<file path="config.mk">
export PLATFORM = sky130hd
export DESIGN_NAME = vga_stream_formatter
export DESIGN_NICKNAME = d
export VERILOG_FILES = /design/src/rtl/vga_stream_formatter.sv
export SDC_FILE = /design/constraint.sdc
export NUM_CORES = 1
export LEC_CHECK = 0
export BUFFER_PORTS_ARGS = -buffer_cell sky130_fd_sc_hd__buf_4
export CORE_UTILIZATION = 60
export CTS_CLUSTER_SIZE = 30
export DETAILED_ROUTE_END_ITERATION = 6
export PLACE_DENSITY = 0.85
export SETUP_SLACK_MARGIN = 0.2
export SLEW_MARGIN = 20
export SYNTH_ARGS = -nofsm -noshare
export SYNTH_HDL_FRONTEND = slang
export SYNTH_SLANG_ARGS = --single-unit
</file>
<file path="constraint.sdc">
create_clock -name clk -period 4.5 [get_ports clk]
set_input_delay 0.225 -clock clk [delete_from_list [all_inputs] [get_ports clk]]
set_output_delay 0.225 -clock clk [all_outputs]
set_load 0.02 [all_outputs]
</file>
<file path="src/rtl/vga_stream_formatter.sv">
// Grayscale Avalon-ST to RGB Avalon-ST formatter. It applies a colour mode,
// regenerates frame markers from position counters, and buffers output in a small FIFO.
module vga_stream_formatter #(
    parameter int IN_WIDTH     = 8,
    parameter int OUT_CH_WIDTH = 10,
    parameter int FRAME_W      = 640,
    parameter int FRAME_H      = 480,
    parameter int FIFO_DEPTH   = 4
) (
    input  logic                      clk,
    input  logic                      reset,
    input  logic [1:0]                mode,
    input  logic [IN_WIDTH-1:0]       threshold,
    input  logic                      err_clear,
    input  logic [IN_WIDTH-1:0]       in_data,
    input  logic                      in_valid,
    input  logic                      in_sop,
    input  logic                      in_eop,
    output logic                      in_ready,
    output logic [3*OUT_CH_WIDTH-1:0] out_data,
    output logic                      out_valid,
    output logic                      out_sop,
    output logic                      out_eop,
    input  logic                      out_ready,
    output logic [15:0]               frame_count,
    output logic [1:0]                err_flags
);

    localparam int OUT_W = 3 * OUT_CH_WIDTH;
    localparam int EXT   = OUT_CH_WIDTH - IN_WIDTH;
    localparam int XW    = (FRAME_W > 1) ? $clog2(FRAME_W) : 1;
    localparam int YW    = (FRAME_H > 1) ? $clog2(FRAME_H) : 1;
    localparam int AW    = (FIFO_DEPTH > 1) ? $clog2(FIFO_DEPTH) : 1;
    localparam int CW    = $clog2(FIFO_DEPTH + 1);
    localparam logic [XW-1:0] X_LAST = XW'(FRAME_W - 1);
    localparam logic [YW-1:0] Y_LAST = YW'(FRAME_H - 1);

    typedef struct packed {
        logic [OUT_W-1:0] data;
        logic             sop;
        logic             eop;
    } pix_t;

    typedef enum logic {WAIT_SOP, ACTIVE} state_t;

    state_t              state_q, state_n;
    logic [XW-1:0]       x_q, x_n, pos_x;
    logic [YW-1:0]       y_q, y_n, pos_y;
    logic [1:0]          mode_q, mode_n, eff_mode;
    logic                ready_q;
    logic                accept, restart, wr_en, at_first, at_last, frame_done;
    logic [1:0]          err_new;
    logic [IN_WIDTH-1:0] g_n;
    logic [OUT_CH_WIDTH-1:0] rep_g, rep_n;
    logic [OUT_W-1:0]    pix_rgb;
    pix_t                wr_pix;

    pix_t                mem [FIFO_DEPTH];
    logic [AW-1:0]       wr_ptr, rd_ptr;
    logic [CW-1:0]       count;
    logic                full, pop;

    assign full     = (count == CW'(FIFO_DEPTH));
    assign in_ready = ready_q && !full;
    assign accept   = in_valid && in_ready;
    assign restart  = accept && in_sop;
    assign wr_en    = accept && (in_sop || state_q == ACTIVE);

    // An SOP pixel is always placed at (0,0), whatever the counters say.
    assign pos_x    = restart ? '0 : x_q;
    assign pos_y    = restart ? '0 : y_q;
    assign at_first = (pos_x == '0) && (pos_y == '0);
    assign at_last  = (pos_x == X_LAST) && (pos_y == Y_LAST);
    assign eff_mode = restart ? mode : mode_q;

    always_ff @(posedge clk) begin
        if (reset) begin
            state_q     <= WAIT_SOP;
            x_q         <= '0;
            y_q         <= '0;
            mode_q      <= '0;
            ready_q     <= 1'b0;
            frame_count <= '0;
            err_flags   <= '0;
        end else begin
            state_q   <= state_n;
            x_q       <= x_n;
            y_q       <= y_n;
            mode_q    <= mode_n;
            ready_q   <= 1'b1;
            if (frame_done) frame_count <= frame_count + 1'b1;
            err_flags <= (err_clear ? 2'b00 : err_flags) | err_new;
        end
    end

    always_comb begin
        state_n    = state_q;
        x_n        = x_q;
        y_n        = y_q;
        mode_n     = mode_q;
        err_new    = '0;
        frame_done = 1'b0;
        if (restart) begin
            mode_n = mode;
            if (state_q == ACTIVE && !((x_q == '0) && (y_q == '0))) err_new[0] = 1'b1;
        end
        if (wr_en) begin
            if (in_eop != at_last) err_new[1] = 1'b1;
            if (at_last) begin
                state_n    = WAIT_SOP;
                x_n        = '0;
                y_n        = '0;
                frame_done = 1'b1;
            end else begin
                state_n = ACTIVE;
                if (pos_x == X_LAST) begin
                    x_n = '0;
                    y_n = pos_y + 1'b1;
                end else begin
                    x_n = pos_x + 1'b1;
                    y_n = pos_y;
                end
            end
        end
    end

    // Widening fills the low bits with the top bits of the sample so full scale maps to full scale.
    assign g_n = ~in_data;
    generate
        if (EXT == 0) begin : g_rep_eq
            assign rep_g = in_data;
            assign rep_n = g_n;
        end else begin : g_rep_ext
            assign rep_g = {in_data, in_data[IN_WIDTH-1 -: EXT]};
            assign rep_n = {g_n, g_n[IN_WIDTH-1 -: EXT]};
        end
    endgenerate

    always_comb begin
        pix_rgb = '0;
        case (eff_mode)
            2'd0:    pix_rgb = {rep_g, rep_g, rep_g};
            2'd1:    pix_rgb = {OUT_W{in_data >= threshold}};
            2'd2:    pix_rgb = {rep_n, rep_n, rep_n};
            default: pix_rgb = {rep_g, {OUT_CH_WIDTH{1'b0}}, rep_n};
        endcase
    end

    assign wr_pix = '{data: pix_rgb, sop: at_first, eop: at_last};

    assign out_valid = (count != '0);
    assign pop       = out_valid && out_ready;
    assign out_data  = mem[rd_ptr].data;
    assign out_sop   = mem[rd_ptr].sop;
    assign out_eop   = mem[rd_ptr].eop;

    always_ff @(posedge clk) begin
        if (reset) begin
            for (int i = 0; i < FIFO_DEPTH; i++) mem[i] <= '0;
            wr_ptr <= '0;
            rd_ptr <= '0;
            count  <= '0;
        end else begin
            if (wr_en) begin
                mem[wr_ptr] <= wr_pix;
                wr_ptr      <= wr_ptr + 1'b1;
            end
            if (pop) rd_ptr <= rd_ptr + 1'b1;
            case ({wr_en, pop})
                2'b10:   count <= count + 1'b1;
                2'b01:   count <= count - 1'b1;
                default: ;
            endcase
        end
    end

endmodule

</file>
==> flow_summary_export.csv <==
group,metric,value,unit
logic_synthesis,synth-main-ff-cell,"edfxtp_1",
hold_path,min_path_type,"input pin to flip-flop",
logic_synthesis,synth_top_area_share,0.3913,
timing,clock.fmax,264.0,MHz
timing,hold_slack,76.03,ps
logic_synthesis,yosysWarnings,0,
logic_synthesis,yosysSeqAreaShare,0.5167,
timing,finClkSkew,7.753,ps
pwr,power.density,424.1,mW/mm^2
clock_network,post_cts_resized,0,
timing,fin_crit_sh,0.8419,
flow_run,cap_viol_max_count,0,
clock_network,htree_levels,4,
drt,ant_nets,0,
clock_network,cts-root-buf,"clkbuf_16",
logic_synthesis,synth_commonest_cells,"edfxtp_1, a21oi_1, nand2_1, nor2_1, dfxtp_1",
global_routing,antenna_found_initial,0,
finish,drive_gt1_frac,0.1866,
clock_network,numClockSinks,154,
worst_setup_path,end_kind,"flip-flop",
logic_synthesis,synth.avg_cell_area,10.43,sq um
worst_setup_path,critPathLaunchType,"flip-flop",
finish,syn2layout_area_growth,15.63,%
global_routing,grt_pass1_wl,30900,um
place,dp.cells,960,
clock_network,cts_setup_buffers,0,
drt,vias_per_cell,6.430,
worst_setup_path,crit_path_max_fanout,30,
global_routing,grt_max_degree,42,
finish,fin_cells,992,
place,post-place-ws,828.0,ps
finish,nNetsFinal,846,
clock_network,clk_pin_slew,60,ps
drt,dr.pass1.iters,5,
die,die_height,117.3,um
clock_network,numCtsBuffers,17,
drt,vias,6379,
drt,drtIter0Drc,670,
logic_synthesis,syn_inst,765,
status,status,"finished clean",
timing,hold_viol,0,
timing,maxSlewViolCount,0,
die,die_w,117.3,um
place,port_buffers,76,
timing,setup_tns,0,ps
timing,worst_slack,711.6,ps
place,gp_congestion,0.8869,
timing,slew_headroom,0.3094,
finish,design_area,0.009229,sq mm
pwr,p_leak,3.302,nW
clock_network,clk_path_buf_depth,2,
drt,wire_per_inst,19.26,um
drt,wl,19110,um
logic_synthesis,ys_types,51,
die,start_util,0.6248,
global_routing,first_global_vias,6284,
logic_synthesis,synth_nets,804,
logic_synthesis,yosysTopAreaCell,"edfxtp_1",
clock_network,cts_tree,"yes",
global_routing,track_usage,0.2884,
timing,setup_viol,0,
finish,ff_latch_area,0.004125,sq mm
timing,period_needed,3788,ps
logic_synthesis,synth_enable_flop_cells,104,
logic_synthesis,netlist_area,0.007981,sq mm
logic_synthesis,yosysMostFrequentCell,"edfxtp_1",
die,ios,77,
worst_setup_path,r2r_setup_slack,710,ps
pwr,fin_total_pwr,3.914,mW
timing,rsz0062_at_grt,"no",
pwr,max-vdd-ir-drop,0.2612,mV
finish,n_fill_cell,879,
finish,utilization,0.7225,
die,rows,41,
logic_synthesis,synth_area_leaders,"edfxtp_1, dfxtp_1, mux4_2, a21oi_1, nor3_1",
die,coreArea,0.01277,sq mm
clock_network,hold_buffers,0,
drt,drc_errors,0,
timing,worstMarginPinSlew,1036,ps
global_routing,grt-ovfl-total,0,
place,dp_hpwl,12710,um
clock_network,clock_latency,430,ps
worst_setup_path,arrival,4140,ps
finish,insertedDiodeCount,0,
worst_setup_path,required,4850,ps
finish,multi_input_area,0.003501,sq mm
logic_synthesis,synthArstFlopShare,0,
worst_setup_path,critPathKind,"flip-flop to flip-flop",
logic_synthesis,synth_seq_cells,154,
die,dieArea,0.01377,sq mm
place,place_area,0.008596,sq mm
[flip-flops by register name, indices dropped and copies added, names as in the netlist, named ones only]
name / count
mem: 104
mode_q: 2
count: 3
x_q: 10
err_flags: 2
rd_ptr: 2
y_q: 9
wr_ptr: 2
frame_count: 16
state_q: 1
ready_q: 1
[worst paths after layout]
| check | startpoint | endpoint | cells past startpoint |
|---|---|---|---|
| max | count[0]$_SDFFE_PP0P_ | frame_count[12]$_SDFFE_PP0P_ | 11 |
| min | err_clear | err_flags[0]$_SDFF_PP0_ | 3 |
| max reg2reg | count[0]$_SDFFE_PP0P_ | frame_count[12]$_SDFFE_PP0P_ | 11 |
| min reg2reg | err_flags[0]$_SDFF_PP0_ | err_flags[0]$_SDFF_PP0_ | 2 |
[area by class of cell]
| cell class | instances | share of cell area |
|---|---|---|
| sequential | 154 | 0.4470 |
| multi-input combinational | 521 | 0.3793 |
| timing repair buffer | 90 | 0.07321 |
| clock buffer | 24 | 0.05220 |
| tap | 172 | 0.02332 |
| clock inverter | 8 | 0.01559 |
| inverter | 23 | 0.009355 |
[layer usage]
metal,up-vias,routed length [um],part of all wire,GRT usage
li1,2945,-,-,-
met1,3045,7406,0.39,0.3423
met2,333,9699,0.51,0.4896
met3,56,1429,0.075,0.06518
met4,0,574,0.030,0.1502
met5,-,0,0,0
[where the power goes]
| part | switching (mW) | internal (mW) |
|---|---|---|
| Clock | 0.552 | 0.970 |
| Combinational | 0.392 | 0.335 |
| Sequential | 0.0901 | 1.57 |
[critical path, cell delays in order (launching register included)]
cell and delay [ps]:
dfxtp_1 350, or3b_1 520, nand2_1 200, buf_4 260, nand2_1 110, inv_1 80
ha_1 260, nand4_1 140, nor4_2 440, nand3_2 510, or4_1 670, a21oi_1 160
[layout by cell type (no fill, tap or decap), types with 4 or more instances in the layout]
cell / synthesis / layout
nor4_1: 5 / 5
o31ai_1: 7 / 7
a31oi_1: 5 / 5
and2_1: 7 / 7
clkbuf_16: 0 / 17
or4_1: 11 / 11
o21ai_1: 8 / 9
and3_1: 12 / 12
xor2_1: 14 / 14
clkbuf_1: 48 / 4
xnor2_1: 14 / 14
dfxtp_1: 50 / 49
nand3_1: 23 / 23
ha_1: 13 / 13
bufinv_16: 0 / 4
nor3_1: 45 / 45
edfxtp_1: 104 / 104
nand2_1: 54 / 54
buf_4: 6 / 90
nor2_1: 51 / 51
a32oi_1: 8 / 8
nand4_1: 14 / 14
o21ai_0: 43 / 41
nand2b_1: 6 / 6
inv_1: 23 / 23
a21oi_1: 92 / 92
nand3b_1: 15 / 15
or3_1: 11 / 11
o211ai_1: 7 / 7
mux4_2: 27 / 27
[logic make-up (layout without fill, tap and decap cells)]
kind of cell    after synthesis  in the layout  share of synthesized area
simple gates                263            263                     0.1710
compound gates              188            188                     0.1351
flops                       154            154                     0.5167
buf+inv                      90            145                    0.04609
xor+xnor                     28             28                    0.03073
mux                          28             28                    0.07744
fa+ha+maj                    14             14                    0.02289
Power figures use the tool's default switching activity.
